===== src/rtl/uart_serial_pkg.sv =====
`timescale 1ns/1ps
`default_nettype none
// ============================================================================
// Module      : uart_serial_pkg
// Description : Shared types, oversampling constants and frame helpers for the
//               UART serial engine.
// Revision    : 1.0 - initial release
// ============================================================================
package uart_serial_pkg;

    localparam int OVERSAMPLE = 16;
    localparam int MID_TICK   = 8;

    typedef enum logic [1:0] {
        NONE = 2'd0,
        EVEN = 2'd1,
        ODD  = 2'd2
    } parity_e;

    typedef enum logic [2:0] {
        TX_IDLE   = 3'd0,
        TX_START  = 3'd1,
        TX_DATA   = 3'd2,
        TX_PARITY = 3'd3,
        TX_STOP   = 3'd4
    } tx_state_e;

    typedef enum logic [2:0] {
        RX_IDLE   = 3'd0,
        RX_START  = 3'd1,
        RX_DATA   = 3'd2,
        RX_PARITY = 3'd3,
        RX_STOP   = 3'd4
    } rx_state_e;

    // cfg encoding 3 is treated as no parity
    function automatic parity_e decode_parity(input logic [1:0] cfg);
        case (cfg)
            2'd1:    return EVEN;
            2'd2:    return ODD;
            default: return NONE;
        endcase
    endfunction

    function automatic logic [7:0] data_mask(input logic [1:0] nbits);
        return 8'hFF >> (2'd3 - nbits);
    endfunction

    function automatic logic parity_bit(input logic [7:0] data,
                                        input logic [1:0] nbits,
                                        input parity_e    par);
        logic p;
        p = ^(data & data_mask(nbits));
        return (par == ODD) ? ~p : p;
    endfunction

endpackage
`default_nettype wire


===== src/rtl/uart_serial_tick.sv =====
`timescale 1ns/1ps
`default_nettype none
// ============================================================================
// Module      : uart_serial_tick
// Description : Restartable 16x prescaler; tick every div+1 clocks, divisor
//               captured on restart.
// Revision    : 1.0 - initial release
// ============================================================================
module uart_serial_tick #(
    parameter int DIV_W = 16
) (
    input  logic             clk_i,
    input  logic             rst_n_i,
    input  logic             restart_i,
    input  logic [DIV_W-1:0] div_i,
    output logic             tick_o
);

    logic [DIV_W-1:0] r_cnt;
    logic [DIV_W-1:0] r_div;

    always_ff @(posedge clk_i or negedge rst_n_i) begin
        if (!rst_n_i) begin
            r_cnt <= '0;
            r_div <= '0;
        end else if (restart_i) begin
            r_cnt <= '0;
            r_div <= div_i;
        end else if (r_cnt == r_div) begin
            r_cnt <= '0;
        end else begin
            r_cnt <= r_cnt + DIV_W'(1);
        end
    end

    assign tick_o = !restart_i && (r_cnt == r_div);

endmodule
`default_nettype wire


===== src/rtl/uart_serial_engine.sv =====
`timescale 1ns/1ps
`default_nettype none
// ============================================================================
// Module      : uart_serial_engine
// Description : Full-duplex UART with runtime frame format (5-8 data bits,
//               none/even/odd parity, 1/2 stop bits) and a one-entry RX hold.
// Revision    : 1.0 - initial release
// ============================================================================
module uart_serial_engine #(
    parameter int DIV_W       = 16,
    parameter int SYNC_STAGES = 2
) (
    input  logic             clk_i,
    input  logic             rst_n_i,
    input  logic [DIV_W-1:0] cfg_div_i,
    input  logic [1:0]       cfg_nbits_i,
    input  logic [1:0]       cfg_parity_i,
    input  logic             cfg_stop2_i,
    input  logic             tx_valid_i,
    input  logic [7:0]       tx_data_i,
    output logic             tx_ready_o,
    output logic             stx_o,
    input  logic             srx_i,
    output logic             rx_valid_o,
    input  logic             rx_ready_i,
    output logic [7:0]       rx_data_o,
    output logic             rx_perr_o,
    output logic             rx_ferr_o,
    output logic             rx_overrun_o
);

    import uart_serial_pkg::*;

    localparam logic [3:0] LAST_TICK   = 4'(OVERSAMPLE - 1);
    localparam logic [3:0] SAMPLE_TICK = 4'(MID_TICK - 1);

    // ------------------------------------------------------------------ TX
    tx_state_e  r_tx_state;
    logic       r_stx;
    logic [7:0] r_tx_shift;
    logic [2:0] r_tx_bitcnt;
    logic [3:0] r_tx_tick_cnt;
    logic [1:0] r_tx_nbits;
    parity_e    r_tx_par;
    logic       r_tx_stop2;
    logic       r_tx_parbit;
    logic       r_tx_stop_cnt;
    logic       w_tx_accept;
    logic       w_tx_tick;

    assign w_tx_accept = tx_valid_i && (r_tx_state == TX_IDLE);

    uart_serial_tick #(.DIV_W(DIV_W)) u_tx_tick (
        .clk_i     (clk_i),
        .rst_n_i   (rst_n_i),
        .restart_i (w_tx_accept),
        .div_i     (cfg_div_i),
        .tick_o    (w_tx_tick)
    );

    always_ff @(posedge clk_i or negedge rst_n_i) begin
        if (!rst_n_i) begin
            r_tx_state    <= TX_IDLE;
            r_stx         <= 1'b1;
            r_tx_shift    <= '0;
            r_tx_bitcnt   <= '0;
            r_tx_tick_cnt <= '0;
            r_tx_nbits    <= '0;
            r_tx_par      <= NONE;
            r_tx_stop2    <= 1'b0;
            r_tx_parbit   <= 1'b0;
            r_tx_stop_cnt <= 1'b0;
        end else if (w_tx_accept) begin
            r_tx_state    <= TX_START;
            r_stx         <= 1'b0;
            r_tx_shift    <= tx_data_i;
            r_tx_bitcnt   <= '0;
            r_tx_tick_cnt <= '0;
            r_tx_nbits    <= cfg_nbits_i;
            r_tx_par      <= decode_parity(cfg_parity_i);
            r_tx_stop2    <= cfg_stop2_i;
            r_tx_parbit   <= parity_bit(tx_data_i, cfg_nbits_i, decode_parity(cfg_parity_i));
            r_tx_stop_cnt <= 1'b0;
        end else if (r_tx_state != TX_IDLE && w_tx_tick) begin
            r_tx_tick_cnt <= r_tx_tick_cnt + 4'd1;
            if (r_tx_tick_cnt == LAST_TICK) begin
                case (r_tx_state)
                    TX_START: begin
                        r_tx_state <= TX_DATA;
                        r_stx      <= r_tx_shift[0];
                    end
                    TX_DATA: begin
                        // last data index is N-1 = 4 + nbits
                        if (r_tx_bitcnt == {1'b1, r_tx_nbits}) begin
                            if (r_tx_par != NONE) begin
                                r_tx_state <= TX_PARITY;
                                r_stx      <= r_tx_parbit;
                            end else begin
                                r_tx_state <= TX_STOP;
                                r_stx      <= 1'b1;
                            end
                        end else begin
                            r_tx_shift  <= r_tx_shift >> 1;
                            r_stx       <= r_tx_shift[1];
                            r_tx_bitcnt <= r_tx_bitcnt + 3'd1;
                        end
                    end
                    TX_PARITY: begin
                        r_tx_state <= TX_STOP;
                        r_stx      <= 1'b1;
                    end
                    TX_STOP: begin
                        if (r_tx_stop2 && !r_tx_stop_cnt) begin
                            r_tx_stop_cnt <= 1'b1;
                        end else begin
                            r_tx_state <= TX_IDLE;
                        end
                    end
                    default: r_tx_state <= TX_IDLE;
                endcase
            end
        end
    end

    assign tx_ready_o = (r_tx_state == TX_IDLE);
    assign stx_o      = r_stx;

    // ------------------------------------------------------------------ RX
    logic [SYNC_STAGES-1:0] r_sync;
    rx_state_e  r_rx_state;
    logic [7:0] r_rx_shift;
    logic [2:0] r_rx_bitcnt;
    logic [3:0] r_rx_tick_cnt;
    logic [1:0] r_rx_nbits;
    parity_e    r_rx_par;
    logic       r_rx_perr_acc;
    logic       r_rx_wait_high;
    logic       w_rx;
    logic       w_rx_tick;
    logic       w_rx_start;
    logic       w_rx_active_tick;
    logic       w_rx_sample;
    logic       w_rx_bit_end;
    logic       w_rx_done;

    always_ff @(posedge clk_i or negedge rst_n_i) begin
        if (!rst_n_i) begin
            r_sync <= '1;
        end else begin
            r_sync <= {r_sync[SYNC_STAGES-2:0], srx_i};
        end
    end

    assign w_rx             = r_sync[SYNC_STAGES-1];
    assign w_rx_start       = (r_rx_state == RX_IDLE) && !w_rx && !r_rx_wait_high;
    assign w_rx_active_tick = (r_rx_state != RX_IDLE) && w_rx_tick;
    assign w_rx_sample      = w_rx_active_tick && (r_rx_tick_cnt == SAMPLE_TICK);
    assign w_rx_bit_end     = w_rx_active_tick && (r_rx_tick_cnt == LAST_TICK);
    assign w_rx_done        = (r_rx_state == RX_STOP) && w_rx_sample;

    uart_serial_tick #(.DIV_W(DIV_W)) u_rx_tick (
        .clk_i     (clk_i),
        .rst_n_i   (rst_n_i),
        .restart_i (w_rx_start),
        .div_i     (cfg_div_i),
        .tick_o    (w_rx_tick)
    );

    always_ff @(posedge clk_i or negedge rst_n_i) begin
        if (!rst_n_i) begin
            r_rx_state     <= RX_IDLE;
            r_rx_shift     <= '0;
            r_rx_bitcnt    <= '0;
            r_rx_tick_cnt  <= '0;
            r_rx_nbits     <= '0;
            r_rx_par       <= NONE;
            r_rx_perr_acc  <= 1'b0;
            r_rx_wait_high <= 1'b0;
        end else if (w_rx_start) begin
            r_rx_state    <= RX_START;
            r_rx_shift    <= '0;
            r_rx_bitcnt   <= '0;
            r_rx_tick_cnt <= '0;
            r_rx_nbits    <= cfg_nbits_i;
            r_rx_par      <= decode_parity(cfg_parity_i);
            r_rx_perr_acc <= 1'b0;
        end else begin
            if (r_rx_wait_high && w_rx) begin
                r_rx_wait_high <= 1'b0;
            end
            if (w_rx_active_tick) begin
                r_rx_tick_cnt <= r_rx_tick_cnt + 4'd1;
                case (r_rx_state)
                    RX_START: begin
                        if (w_rx_sample && w_rx) begin
                            r_rx_state <= RX_IDLE;
                        end else if (w_rx_bit_end) begin
                            r_rx_state <= RX_DATA;
                        end
                    end
                    RX_DATA: begin
                        if (w_rx_sample) begin
                            r_rx_shift[r_rx_bitcnt] <= w_rx;
                        end
                        if (w_rx_bit_end) begin
                            if (r_rx_bitcnt == {1'b1, r_rx_nbits}) begin
                                r_rx_state <= (r_rx_par != NONE) ? RX_PARITY : RX_STOP;
                            end else begin
                                r_rx_bitcnt <= r_rx_bitcnt + 3'd1;
                            end
                        end
                    end
                    RX_PARITY: begin
                        if (w_rx_sample) begin
                            r_rx_perr_acc <= (w_rx != parity_bit(r_rx_shift, r_rx_nbits, r_rx_par));
                        end
                        if (w_rx_bit_end) begin
                            r_rx_state <= RX_STOP;
                        end
                    end
                    RX_STOP: begin
                        // leave mid stop bit so the next start edge is never missed
                        if (w_rx_sample) begin
                            r_rx_state     <= RX_IDLE;
                            r_rx_wait_high <= !w_rx;
                        end
                    end
                    default: r_rx_state <= RX_IDLE;
                endcase
            end
        end
    end

    // ------------------------------------------------------- holding register
    logic       r_rx_valid;
    logic [7:0] r_rx_data;
    logic       r_rx_perr;
    logic       r_rx_ferr;
    logic       r_rx_overrun;
    logic       w_rx_pop;

    assign w_rx_pop = r_rx_valid && rx_ready_i;

    always_ff @(posedge clk_i or negedge rst_n_i) begin
        if (!rst_n_i) begin
            r_rx_valid   <= 1'b0;
            r_rx_data    <= '0;
            r_rx_perr    <= 1'b0;
            r_rx_ferr    <= 1'b0;
            r_rx_overrun <= 1'b0;
        end else begin
            r_rx_overrun <= 1'b0;
            if (w_rx_done && (!r_rx_valid || w_rx_pop)) begin
                r_rx_valid <= 1'b1;
                r_rx_data  <= r_rx_shift;
                r_rx_perr  <= r_rx_perr_acc;
                r_rx_ferr  <= !w_rx;
            end else if (w_rx_done) begin
                r_rx_overrun <= 1'b1;
            end else if (w_rx_pop) begin
                r_rx_valid <= 1'b0;
            end
        end
    end

    assign rx_valid_o   = r_rx_valid;
    assign rx_data_o    = r_rx_data;
    assign rx_perr_o    = r_rx_perr;
    assign rx_ferr_o    = r_rx_ferr;
    assign rx_overrun_o = r_rx_overrun;

endmodule
`default_nettype wire


===== config.mk =====
export PLATFORM = sky130hd
export DESIGN_NAME = uart_serial_engine
export DESIGN_NICKNAME = d
export VERILOG_FILES = /design/src/rtl/uart_serial_pkg.sv /design/src/rtl/uart_serial_tick.sv /design/src/rtl/uart_serial_engine.sv
export SDC_FILE = /design/constraint.sdc
export NUM_CORES = 1
export LEC_CHECK = 0
export ABC_CLOCK_PERIOD_IN_PS = 3350
export CORE_MARGIN = 2
export CORE_UTILIZATION = 30
export CTS_BUF_LIST = sky130_fd_sc_hd__clkbuf_8
export CTS_CLUSTER_SIZE = 14
export DETAILED_ROUTE_END_ITERATION = 10
export SLEW_MARGIN = 20
export SYNTH_ARGS = -nofsm -noshare
export SYNTH_HDL_FRONTEND = slang
export SYNTH_SLANG_ARGS = --single-unit

===== constraint.sdc =====
create_clock -name clk_i -period 3.35 [get_ports clk_i]
set_input_delay 0.335 -clock clk_i [delete_from_list [all_inputs] [get_ports clk_i]]
set_output_delay 0.335 -clock clk_i [all_outputs]
set_load 0.02 [all_outputs]

# Yosys cells after proc, flatten, opt, wreduce, memory -nomap -nowiden
# Index checks and enable logic that the tools add are counted.
# Widths: inputs -> output; s select.
[op_classes] add_sub_neg=8 order_cmp=2 n_eq_ne=30 shift=2 n_mux=75 bitwise=4 n_reduce_logical=52
[ops] operator="$mux 3" count=25
[ops] operator="$mux 8" count=9
[ops] operator="$mux 16" count=4
[ops] operator="$add 16x1->16 const B" count=2
[ops] operator="$eq 16x16->1" count=2
[ops] operator="$mux 1" count=26
[ops] operator="$reduce_bool 2->1" count=13
[ops] operator="$pmux 3 s4" count=2
[ops] operator="$ne 3x2->1 const B" count=6
[ops] operator="$and 8x8->8" count=2
[ops] operator="$logic_and 1x1->1" count=16
[ops] operator="$mux 4" count=4
[ops] operator="$reduce_and 4->1" count=4
[ops] operator="$reduce_xor 8->1" count=2
[ops] operator="$shr 8x2->8 const A" count=2
[ops] operator="$eq 3x2->1 const B" count=4
[ops] operator="$reduce_and 3->1" count=3
[ops] operator="$add 4x1->4 const B" count=2
[ops] operator="$bwmux 8" count=1
[ops] operator="$eq 4x4->1 const B" count=2
[ops] operator="$add 3x1->3 const B" count=2
[ops] operator="$eq 2x2->1 const B" count=3
[ops] operator="$eq 3x1->1 const B" count=2
[ops] operator="$eq 3x3->1" count=2
[ops] operator="21 further kinds" count=33
[word_totals] register_bits=128 in_bits=34 out_inout_bits=14 wordCells=201

# Depth between registers and ports, before layout
# Gate-level depths: netlist (run 1).
[logic_depth] ltp_word=12 depth_mapped=9 ltp_nobuf=7

# Hierarchy
# From an unflattened synthesis (run 1), not the netlist that was laid out.
[hier_totals] cells_unflattened=588 area_unflattened_um2=6316.1
[modules_own_cells] module="uart_serial_engine" n_inst=1 cells_per_inst=317 area_each_um2=3180.6 seq_area_each_um2=1605.3
[modules_own_cells] module="uart_serial_tick at u_rx_tick" n_inst=1 cells_per_inst=136 area_each_um2=1589.0 seq_area_each_um2=800.8
[modules_own_cells] module="uart_serial_tick at u_tx_tick" n_inst=1 cells_per_inst=135 area_each_um2=1546.5 seq_area_each_um2=800.8

# Least setup slack after synthesis (run 1)
# Ideal clock, no wire load.
[synth_timing] kind="register to register" startpoint="register u_tx_tick.r_cnt[6]" endpoint="register r_tx_bitcnt[2]" setup_time_ns=0.066 arrival_ns=2.233 required_time_ns=3.284 path_slack_ns=1.051 path_stages_with_launch=9 path_buffers=2 period_less_slack_ns=2.299 cell_sequence="dfrtp_1 > buf_6 > xor2_1 > nor4_2 > nand4_1 > or4b_1 > buf_2 > or4_1 > nand2_1"
[synth_via] elab_chain_cells=5
[synth_rtl] item="start: declaration" line_no="uart_serial_tick.sv:19" source="logic [DIV_W-1:0] r_cnt;"
[synth_rtl] item="start signal: assignment" line_no="uart_serial_tick.sv:32" source="r_cnt <= r_cnt + DIV_W'(1);"
[synth_rtl] item="$eq 16x16->1" line_no="uart_serial_tick.sv:36" source="assign tick_o = !restart_i && (r_cnt == r_div);"
[synth_rtl] item="$logic_and 1x1->1" line_no="uart_serial_tick.sv:36"
[synth_rtl] item="$logic_and 1x1->1" line_no="uart_serial_engine.sv:84" source="end else if (r_tx_state != TX_IDLE && w_tx_tick) begin"
[synth_rtl] item="$reduce_bool 2->1 (no line)"
[synth_rtl] item="$reduce_and 4->1 (no line)"
[synth_rtl] item="end signal: assignment" line_no="uart_serial_engine.sv:105" source="r_tx_bitcnt <= r_tx_bitcnt + 3'd1;"
[synth_rtl] item="end: declaration" line_no="uart_serial_engine.sv:41" source="logic [2:0] r_tx_bitcnt;"
# Every way passes these cells.
# A chain may end at the register's enable or synchronous reset.

# Worst setup path in the final report (run 1)
[layout_timing] startpoint="register u_tx_tick.r_cnt[14]" endpoint="register r_tx_shift[3]"
[layout_via] elab_chain_cells=5
[layout_rtl] item="$eq 16x16->1" line_no="uart_serial_tick.sv:36"
[layout_rtl] item="$logic_and 1x1->1" line_no="uart_serial_tick.sv:36"
[layout_rtl] item="$logic_and 1x1->1" line_no="uart_serial_engine.sv:84"
[layout_rtl] item="$reduce_bool 2->1 (no line)"
[layout_rtl] item="$reduce_and 4->1 (no line)"
[layout_rtl] item="end signal: assignment" line_no="uart_serial_engine.sv:76" source="r_tx_shift <= tx_data_i;"
[layout_rtl] item="end signal: assignment" line_no="uart_serial_engine.sv:103" source="r_tx_shift <= r_tx_shift >> 1;"
[layout_rtl] item="end: declaration" line_no="uart_serial_engine.sv:40" source="logic [7:0] r_tx_shift;"
# Every way passes these cells.

==> flow_summary_export.csv, run 1 <==
group,metric,value,unit
routing,first_pass_iters,4,
sta,slew_headroom,0.5602,
routing,vias_per_cell,4.741,
pwr,leakage,3.416,nW
place,numPortBuffers,47,
cts,cts_num_sinks,128,
global_routing,grt_pass1_vias,4572,
worst_setup_path,crit_family,"simple AND/OR/NAND/NOR gates",
cts,cts_hold_repair.buffers,1,
cts,numCtsBuffers,17,
sta,period_needed,2.579,ns
pwr,design_power_total,3.028,mW
routing,detail_route.wl_per_cell,14.02,um
sta,setup_viol,0,
place,gp_congestion,0.8035,
logic_synthesis,syn_avg_cell_area,9.557,um^2
place,hpwl,9657,um
cells_and_area,diodes,0,
routing,route.detailed.drc,0,
floorplanning,fp.dieW,147.9,um
global_routing,grt_max_degree,55,
logic_synthesis,async_flop_share,1.000,
worst_setup_path,worst-path-buf-inv,1,
sta,fin_setup_tns,0,ns
pwr,internal_power,2.286,mW
worst_hold_path,min_path_type,"input port to flip-flop",
global_routing,antenna_found_initial,0,
floorplanning,rows,52,
status,status,"finished, final reports clean",
sta,rsz0062_at_grt,"no",
pwr,switching_power,0.7416,mW
global_routing,grt_pass1_wl,23100,um
cells_and_area,n_fill_cell,2094,
routing,num_vias,4656,
pwr,p_per_area,410.7,nW/um^2
logic_synthesis,ys_types,49,
cts,cts_tree,"yes",
pwr,power_frac_comb,0.061,
cells_and_area,finalInstanceArea,7372,um^2
cells_and_area,multi_input_area,2865,um^2
floorplanning,dieHeight,147.9,um
pwr,ir_worst_vdd,0.2477,mV
worst_setup_path,crit_path_max_fanout,12,
sta,tightest_slew,0.6598,ns
logic_synthesis,yosysWarnings,0,
logic_synthesis,synthCells,650,
logic_synthesis,synthTopCellsByCount,"nand2_1, dfrtp_1, nor2_1",
floorplanning,start_util,0.3060,
worst_setup_path,cp_cell_sequence,"xor2_1, nor4_1, nand4_1, or4b_1, buf_4, mux2i_1, o21ai_0",
worst_setup_path,critPathMaxStageDelay,0.80,ns
sta,hold_viol,0,
logic_synthesis,synth_top_cell_by_area,"dfrtp_1",
worst_setup_path,start_kind,"flip-flop",
worst_setup_path,cp_slowest_cell,"or4b_1",
logic_synthesis,ys_ff_latch,128,
worst_setup_path,end_kind,"flip-flop",
cells_and_area,drive_gt1_frac,0.08708,
logic_synthesis,synthesis.nets,690,
routing,drt-total-wl,13760,um
cells_and_area,nets,739,
pwr,pwr-share-seq,0.536,
worst_setup_path,arrival,2.88,ns
routing,drtIter0Drc,203,
logic_synthesis,synth-seq-area-share,0.5162,
cts,clk_latency,0.44,ns
cts,cts_resized,0,
floorplanning,core_area,20300,um^2
pwr,clkPwrFrac,0.403,
sta,clock.fmax,387.7,MHz
sta,fin_crit_sh,0.7699,
floorplanning,boundaryPins,48,
worst_setup_path,crit_type,"flip-flop to flip-flop",
sta,finalClockSkew,0.01101,ns
sta,maxSlewViolCount,0,
place,placed_area,7003,um^2
logic_synthesis,synth_most_common_cell,"nand2_1",
cts,post_cts_buffers,0,
logic_synthesis,synth.cell_area,6212,um^2
logic_synthesis,yosys.area.top_type_share,0.5035,
sta,hold_slack,0.2902,ns
cts,ctsLongestPathBuffers,2,
global_routing,grt_use_total,0.1336,
job,maxCapViolations,0,
cts,path_clk_slew,0.07,ns
logic_synthesis,synth_ff_type,"dfrtp_1",
logic_synthesis,synth_area_leaders,"dfrtp_1, nand2_1, xnor2_1, xor2_1, nor2_1",
floorplanning,dieArea,21870,um^2
cts,cts_root_buf,"clkbuf_8",
routing,ant_nets,0,
cells_and_area,seq_area,3207,um^2
logic_synthesis,synth_edf_count,0,
global_routing,gr-total-overflow,0,
worst_setup_path,crit_required,3.65,ns
pwr,p_sw_frac,0.2449,
cells_and_area,area_growth,18.67,%
cts,htreeDepth,4,
[cell type report]
class,count,area share
clock buffers,19,0.03547
flip-flops and latches,128,0.4350
repair buffers,57,0.07570
clock inverters,13,0.01324
inverters,12,0.006110
multi-input cells,483,0.3887
well taps,270,0.04582
[cell families after synthesis]
kind of cell               share of synthesized area
AOI/OAI and AO/OA                            0.06566
xor gates and xnor gates                      0.1170
adders and majority gates                    0.01208
buffers and inverters                        0.02518
DFF                                           0.5162
muxes                                        0.04431
and+or+nand+nor                               0.2195
[power groups by stage]
| stage | logic (mW) | registers, mW | clock network [mW] |
|---|---|---|---|
| floorplan | 0.0861 | 1.64 | 0 |
| global placement | 0.187 | 1.65 | 0 |
| detailed placement | 0.188 | 1.65 | 0 |
| CTS | 0.191 | 1.62 | 1.26 |
| global route | 0.212 | 1.63 | 1.34 |
| finish | 0.185 | 1.62 | 1.22 |
[state kept, by name, indices dropped and copies added, names as in the netlist, 2 cells and up]
register         count
r_tx_nbits           2
r_rx_state           3
u_tx_tick.r_cnt     16
r_rx_nbits           2
r_tx_par             2
r_rx_tick_cnt        4
r_tx_bitcnt          3
r_sync               2
r_tx_state           3
u_rx_tick.r_cnt     16
r_rx_shift           8
u_tx_tick.r_div     16
r_rx_bitcnt          3
u_rx_tick.r_div     16
r_tx_shift           8
r_rx_par             2
rx_data_o            8
r_tx_tick_cnt        4
[worst paths after layout]
| kind | from | endpoint | slack, ns | cells after the start |
|---|---|---|---|---|
| setup / recovery | u_tx_tick.r_cnt[14] | r_tx_shift[3] | 0.77 | 7 |
| hold / removal | srx_i | r_sync[0] | 0.29 | 1 |
| setup reg to reg | u_tx_tick.r_cnt[14] | r_tx_shift[3] | 0.77 | 7 |
| hold reg to reg | r_sync[0] | r_sync[1] | 0.36 | 0 |
| max in group asynchronous | rst_n_i | r_sync[0] | 2.02 | 3 |
| min in group asynchronous | rst_n_i | u_rx_tick.r_cnt[12] | 0.47 | 2 |
[layer usage]
metal,share of wire,vias up,global-route usage,wire length (um)
met5,0,-,0,0
met2,0.44,100,0.2023,6046
met3,0.044,19,0.03272,602
li1,-,2281,-,-
met4,0.015,0,0.04762,212
met1,0.50,2256,0.1866,6902
[cells in the final DEF (no fill, tap or decap), drive strengths merged, types with 4 or more instances in the layout]
cell | Yosys | final
a21oi | 7 | 7
and3 | 11 | 11
buf | 5 | 10
clkbuf | 22 | 19
clkdlybuf4s50 | 0 | 46
clkinv | 0 | 5
dfrtp | 125 | 125
ha | 6 | 6
inv | 12 | 16
mux2 | 12 | 12
mux2i | 14 | 14
nand2 | 161 | 161
nand2b | 4 | 4
nand3 | 27 | 27
nand4 | 12 | 12
nor2 | 49 | 49
nor3 | 9 | 9
nor4 | 10 | 10
o211ai | 5 | 5
o21ai | 27 | 27
or3 | 4 | 4
xnor2 | 42 | 42
xor2 | 41 | 41
[per-stage QoR]
stage	util	instances	setup WS [ns]
detailed placement	0.3450	949	0.8077
global placement	0.3449	949	0.8429
finish	0.3632	982	0.7707
floorplan	-	650	1.051
CTS	0.3632	982	0.7663
global route	0.3632	982	0.5475
No activity file was read; power rests on OpenSTA's default activity.
==> inputs of run 2 (changes only) <==
- ABC_CLOCK_PERIOD_IN_PS: 3350 -> 2550
- clock period: 3.35 -> 2.55 ns (I/O delays scaled with it)
==> run 2 against run 1 <==
Net effect:
- critical path depth did not move
- wire length fell by 0.19%
- register-to-register slack got worse by 0.54 ns
- largest cell class unchanged
- utilization rose by 0.60 points
- sequential power rose by 31%
- clock power rose by 57%
==> flow_summary_export.csv, run 2 (synthesis results as in run 1) <==
group,metric,value,unit
routing,route.detailed.drc,0,
worst_setup_path,arrival,2.65,ns
place,dp.cells,954,
worst_setup_path,end_kind,"flip-flop",
cells_and_area,fin_cells,987,
pwr,internal_power,3.283,mW
cells_and_area,diodes,0,
cells_and_area,area_growth,20.64,%
place,gp_congestion,0.8067,
sta,hold_viol,0,
floorplanning,fp.dieW,147.9,um
global_routing,grt_pass1_vias,4614,
cts,ctsLongestPathBuffers,2,
sta,maxSlewViolCount,0,
cts,cts_num_sinks,128,
routing,drtIter0Drc,241,
cts,cts_tree,"yes",
pwr,p_per_area,574.1,nW/um^2
cts,clk_latency,0.44,ns
pwr,switching_power,1.019,mW
pwr,ir_worst_vdd,0.4267,mV
pwr,pwr-share-seq,0.495,
cts,post_cts_buffers,0,
routing,drt-total-wl,13740,um
sta,rsz0062_at_grt,"no",
sta,setup_viol,0,
worst_setup_path,r2r-start,"u_tx_tick.r_cnt[14]",
sta,finalClockSkew,0.01071,ns
routing,first_pass_iters,4,
pwr,clkPwrFrac,0.447,
sta,fin_setup_tns,0,ns
pwr,p_sw_frac,0.2369,
routing,vias_per_cell,4.640,
routing,detail_route.wl_per_cell,13.92,um
status,status,"finished, final reports clean",
floorplanning,start_util,0.3060,
sta,tightest_slew,0.6310,ns
global_routing,grt_pass1_wl,23360,um
worst_setup_path,cp-startpoint,"u_tx_tick.r_cnt[14]",
cells_and_area,nets,744,
cells_and_area,final_common_cell,"nand2_1",
floorplanning,boundaryPins,48,
worst_hold_path,min_path_type,"input port to flip-flop",
floorplanning,dieHeight,147.9,um
cells_and_area,seq_area,3207,um^2
sta,slew_headroom,0.5765,
routing,num_vias,4580,
routing,ant_nets,0,
worst_setup_path,crit_path_max_fanout,15,
sta,period_needed,2.318,ns
worst_setup_path,start_kind,"flip-flop",
floorplanning,core_area,20300,um^2
worst_setup_path,crit_required,2.88,ns
global_routing,grt_use_total,0.1344,
worst_hold_path,worstHoldStart,"srx_i",
cts,cts_root_buf,"clkbuf_8",
global_routing,gr-total-overflow,0,
sta,fin_crit_sh,0.9090,
floorplanning,rows,52,
cells_and_area,utilization,0.3692,
job,maxCapViolations,0,
sta,clock.fmax,431.4,MHz
cells_and_area,n_fill_cell,2048,
cells_and_area,final_cell_mix,"nand2_1, dfrtp_1, nor2_1",
pwr,power_frac_comb,0.058,
cells_and_area,drive_gt1_frac,0.09763,
cts,numCtsBuffers,17,
place,hpwl,9833,um
cells_and_area,multi_input_area,2869,um^2
pwr,leakage,3.476,nW
cts,path_clk_slew,0.08,ns
global_routing,antenna_found_initial,0,
cts,htreeDepth,4,
worst_setup_path,crit_type,"flip-flop to flip-flop",
place,numPortBuffers,47,
global_routing,grt_max_degree,50,
floorplanning,dieArea,21870,um^2
==> run 2: layout make-up <==
type | instances | share of cell area
tap | 270 | 0.04508
sequential | 128 | 0.4279
clock buffer | 21 | 0.03856
timing repair buffer | 62 | 0.07947
clock inverter | 11 | 0.02020
inverter | 12 | 0.006010
multi-input combinational | 483 | 0.3828
==> run 2: routing by layer <==
metal | vias up | wire length, um | global-route usage
met4 | 0 | 150 | 0.03905
met3 | 11 | 472 | 0.03210
met5 | - | 0 | 0
met2 | 77 | 6054 | 0.2084
li1 | 2294 | - | -
met1 | 2198 | 7059 | 0.1877
==> run 2: critical path, stage by stage (launching register included) <==
cell and delay, ns:
dfrtp_1 0.42, xor2_1 0.17, nor4_1 0.33, nand4_1 0.20
or4b_1 0.59, buf_4 0.21, o22a_1 0.18, o21a_1 0.09
==> run 2: final timing paths <==
path	to	slack, ns	cells past startpoint
max	r_tx_shift[2]	0.23	7
min	r_sync[0]	0.22	1
max reg2reg	r_tx_shift[2]	0.23	7
min reg2reg	r_sync[1]	0.36	0
max in group asynchronous	r_sync[0]	1.53	3
min in group asynchronous	u_tx_tick.r_cnt[11]	0.30	2
==> run 2: power groups by stage <==
| stage | Combinational, mW | Sequential [mW] | Clock [mW] |
|---|---|---|---|
| 5_1_grt | 0.280 | 2.14 | 2.07 |
| 3_5_place_dp | 0.251 | 2.17 | 0 |
| 6_report | 0.248 | 2.13 | 1.92 |
| 4_1_cts | 0.254 | 2.13 | 1.98 |
| 2_1_floorplan | 0.113 | 2.16 | 0 |
| 3_3_place_gp | 0.248 | 2.17 | 0 |
==> run 2: repair_timing <==
action | CTS | global route
setup endpoints to repair | 1 | 0
resized for setup | 1 | 0
hold endpoints to repair | 31 | 0
hold buffers | 1 | 0
==> run 2: through the flow <==
stage | worst slack [ns] | hold slack, ns | instance area [um^2] | power [mW]
2_1_floorplan | 0.2507 | -0.04059 | 6212 | 2.269
3_3_place_gp | 0.2940 | 0.2514 | 7039 | 2.416
3_5_place_dp | 0.2598 | 0.2518 | 7039 | 2.420
4_1_cts | 0.2223 | 0.1888 | 7495 | 4.366
5_1_grt | 0.03633 | 0.2063 | 7495 | 4.491
6_report | 0.2320 | 0.2227 | 7495 | 4.302
==> inputs of run 3 (changes only) <==
- CORE_UTILIZATION: 30 -> 25
==> run 3 against run 2 <==
Net effect:
- non-clock buffer count is 2 lower
- register-to-register slack worse by 0.05 ns
- clock skew hardly changed
- combinational power hardly changed
- power is 6.2% lower
- utilization is 6.2 points lower
- die area is 19% higher
- sequential power hardly changed
- flip-flop and latch count stayed put
- critical path type unchanged
==> flow_summary_export.csv, run 3 (synthesis results as in run 1) <==
group,metric,value,unit
floorplanning,rows,57,
sta,clock.fmax,422.7,MHz
cells_and_area,area_growth,20.54,%
cts,cts_resized,0,
routing,ant_nets,0,
worst_setup_path,arrival,2.70,ns
pwr,clkPwrFrac,0.410,
cells_and_area,finalInstanceArea,7488,um^2
routing,first_pass_iters,5,
pwr,p_sw_frac,0.2615,
cts,cts_tree,"yes",
cts,numCtsBuffers,17,
floorplanning,boundaryPins,48,
job,maxCapViolations,0,
status,status,"finished, final reports clean",
pwr,leakage,3.415,nW
cells_and_area,nets,742,
place,hpwl,9918,um
global_routing,grt_use_total,0.1134,
pwr,pwr-share-seq,0.529,
global_routing,antenna_found_initial,1,
pwr,p_per_area,538.7,nW/um^2
cts,cts_root_buf,"clkbuf_8",
pwr,switching_power,1.055,mW
sta,hold_viol,0,
worst_setup_path,crit_path_max_fanout,14,
cts,cts_num_sinks,128,
cells_and_area,diodes,0,
global_routing,grt_max_degree,50,
floorplanning,dieArea,26130,um^2
routing,num_vias,4608,
sta,tightest_slew,0.6008,ns
floorplanning,fp.dieW,161.6,um
cells_and_area,final_cell_mix,"nand2_1, dfrtp_1, nor2_1",
worst_setup_path,start_kind,"flip-flop",
global_routing,grt_pass1_wl,23360,um
cts,clk_latency,0.45,ns
pwr,internal_power,2.979,mW
global_routing,grt_pass1_vias,4506,
sta,maxSlewViolCount,0,
place,numPortBuffers,47,
sta,slew_headroom,0.5995,
floorplanning,core_area,24390,um^2
sta,setup_viol,0,
routing,detail_route.wl_per_cell,13.48,um
worst_hold_path,min_path_type,"input port to flip-flop",
sta,period_needed,2.366,ns
sta,rsz0062_at_grt,"no",
sta,finalClockSkew,0.01111,ns
worst_setup_path,crit_required,2.89,ns
routing,route.detailed.drc,0,
worst_setup_path,end_kind,"flip-flop",
cells_and_area,final_common_cell,"nand2_1",
cts,ctsLongestPathBuffers,2,
cts,path_clk_slew,0.08,ns
routing,drt-total-wl,14010,um
pwr,power_frac_comb,0.061,
cells_and_area,drive_gt1_frac,0.09371,
worst_setup_path,crit_type,"flip-flop to flip-flop",
global_routing,gr-total-overflow,0,
sta,fin_crit_sh,0.9278,
routing,drtIter0Drc,257,
pwr,design_power_total,4.034,mW
cts,htreeDepth,4,
pwr,ir_worst_vdd,0.2723,mV
routing,vias_per_cell,4.435,
floorplanning,dieHeight,161.6,um
place,placed_area,7104,um^2
place,gp_congestion,0.7870,
sta,fin_setup_tns,0,ns
floorplanning,start_util,0.2547,
==> run 3: cell count changes in the layout (fill, tap and decap cells not counted), moves of 2 or more <==
cell	delta
clkbuf_8	-4
buf_4	-3
inv_6	-2
clkinvlp_4	+5
clkinv_4	+2
bufinv_16	-2
==> run 3: worst paths after layout <==
| kind | startpoint | end | slack (ns) | depth (start not counted) |
|---|---|---|---|---|
| worst max-delay path | u_tx_tick.r_cnt[7] | r_tx_shift[1] | 0.18 | 7 |
| worst min-delay path | srx_i | r_sync[0] | 0.20 | 1 |
| worst max register to register | u_tx_tick.r_cnt[7] | r_tx_shift[1] | 0.18 | 7 |
| worst min register to register | r_sync[0] | r_sync[1] | 0.36 | 0 |
| max in group asynchronous | rst_n_i | stx_o | 1.45 | 3 |
| min in group asynchronous | rst_n_i | rx_data_o[6] | 0.36 | 2 |
==> run 3: area by class of cell <==
type | instances | area (um^2)
Tap cell | 324 | 405.4
Timing Repair Buffer | 60 | 593.1
Fill cell | 2592 | 16900
Inverter | 12 | 45.04
Sequential cell | 128 | 3207
Clock buffer | 17 | 234.0
Clock inverter | 15 | 140.1
Multi-Input combinational cell | 483 | 2864
==> run 3: timing repair <==
action | CTS | global route
endpoints found under the hold margin | 40 | 0
hold buffers | 1 | 0
buffers inserted | 0 | 0
==> run 3: power groups by stage <==
stage,Sequential (mW),Clock (mW),Combinational [mW]
after floorplan,2.16,0,0.113
after global placement,2.17,0,0.247
after detailed placement,2.17,0,0.250
after CTS,2.13,1.71,0.252
after global routing,2.14,1.81,0.278
final,2.13,1.65,0.247
==> run 3: stage by stage <==
| step | std cells | hold WS, ns | util | worst slack (ns) |
|---|---|---|---|---|
| after detailed placement | 1006 | 0.3101 | 0.2913 | 0.2489 |
| after floorplan | 650 | -0.04059 | - | 0.2507 |
| after global routing | 1039 | 0.1622 | 0.3070 | 0.01049 |
| after CTS | 1039 | 0.1729 | 0.3070 | 0.2131 |
| final | 1039 | 0.2029 | 0.3070 | 0.1842 |
| after global placement | 1006 | 0.3115 | 0.2913 | 0.2623 |
==> run 3: routing by layer <==
metal | global-route usage | up-vias | part of all wire | routed length (um)
li1 | - | 2286 | - | -
met1 | 0.1658 | 2232 | 0.50 | 7035
met2 | 0.1638 | 78 | 0.44 | 6177
met3 | 0.03107 | 10 | 0.048 | 667
met4 | 0.03178 | 2 | 0.0081 | 114
met5 | 0 | - | 0.00093 | 13
==> run 3: critical path, cell delays in order (launching register included) <==
cell and delay, ns:
dfrtp_1 0.45, xor2_1 0.18, nor4_1 0.30, nand4_1 0.20, or4b_1 0.61, buf_4 0.22
o22ai_1 0.13, o21ba_2 0.18
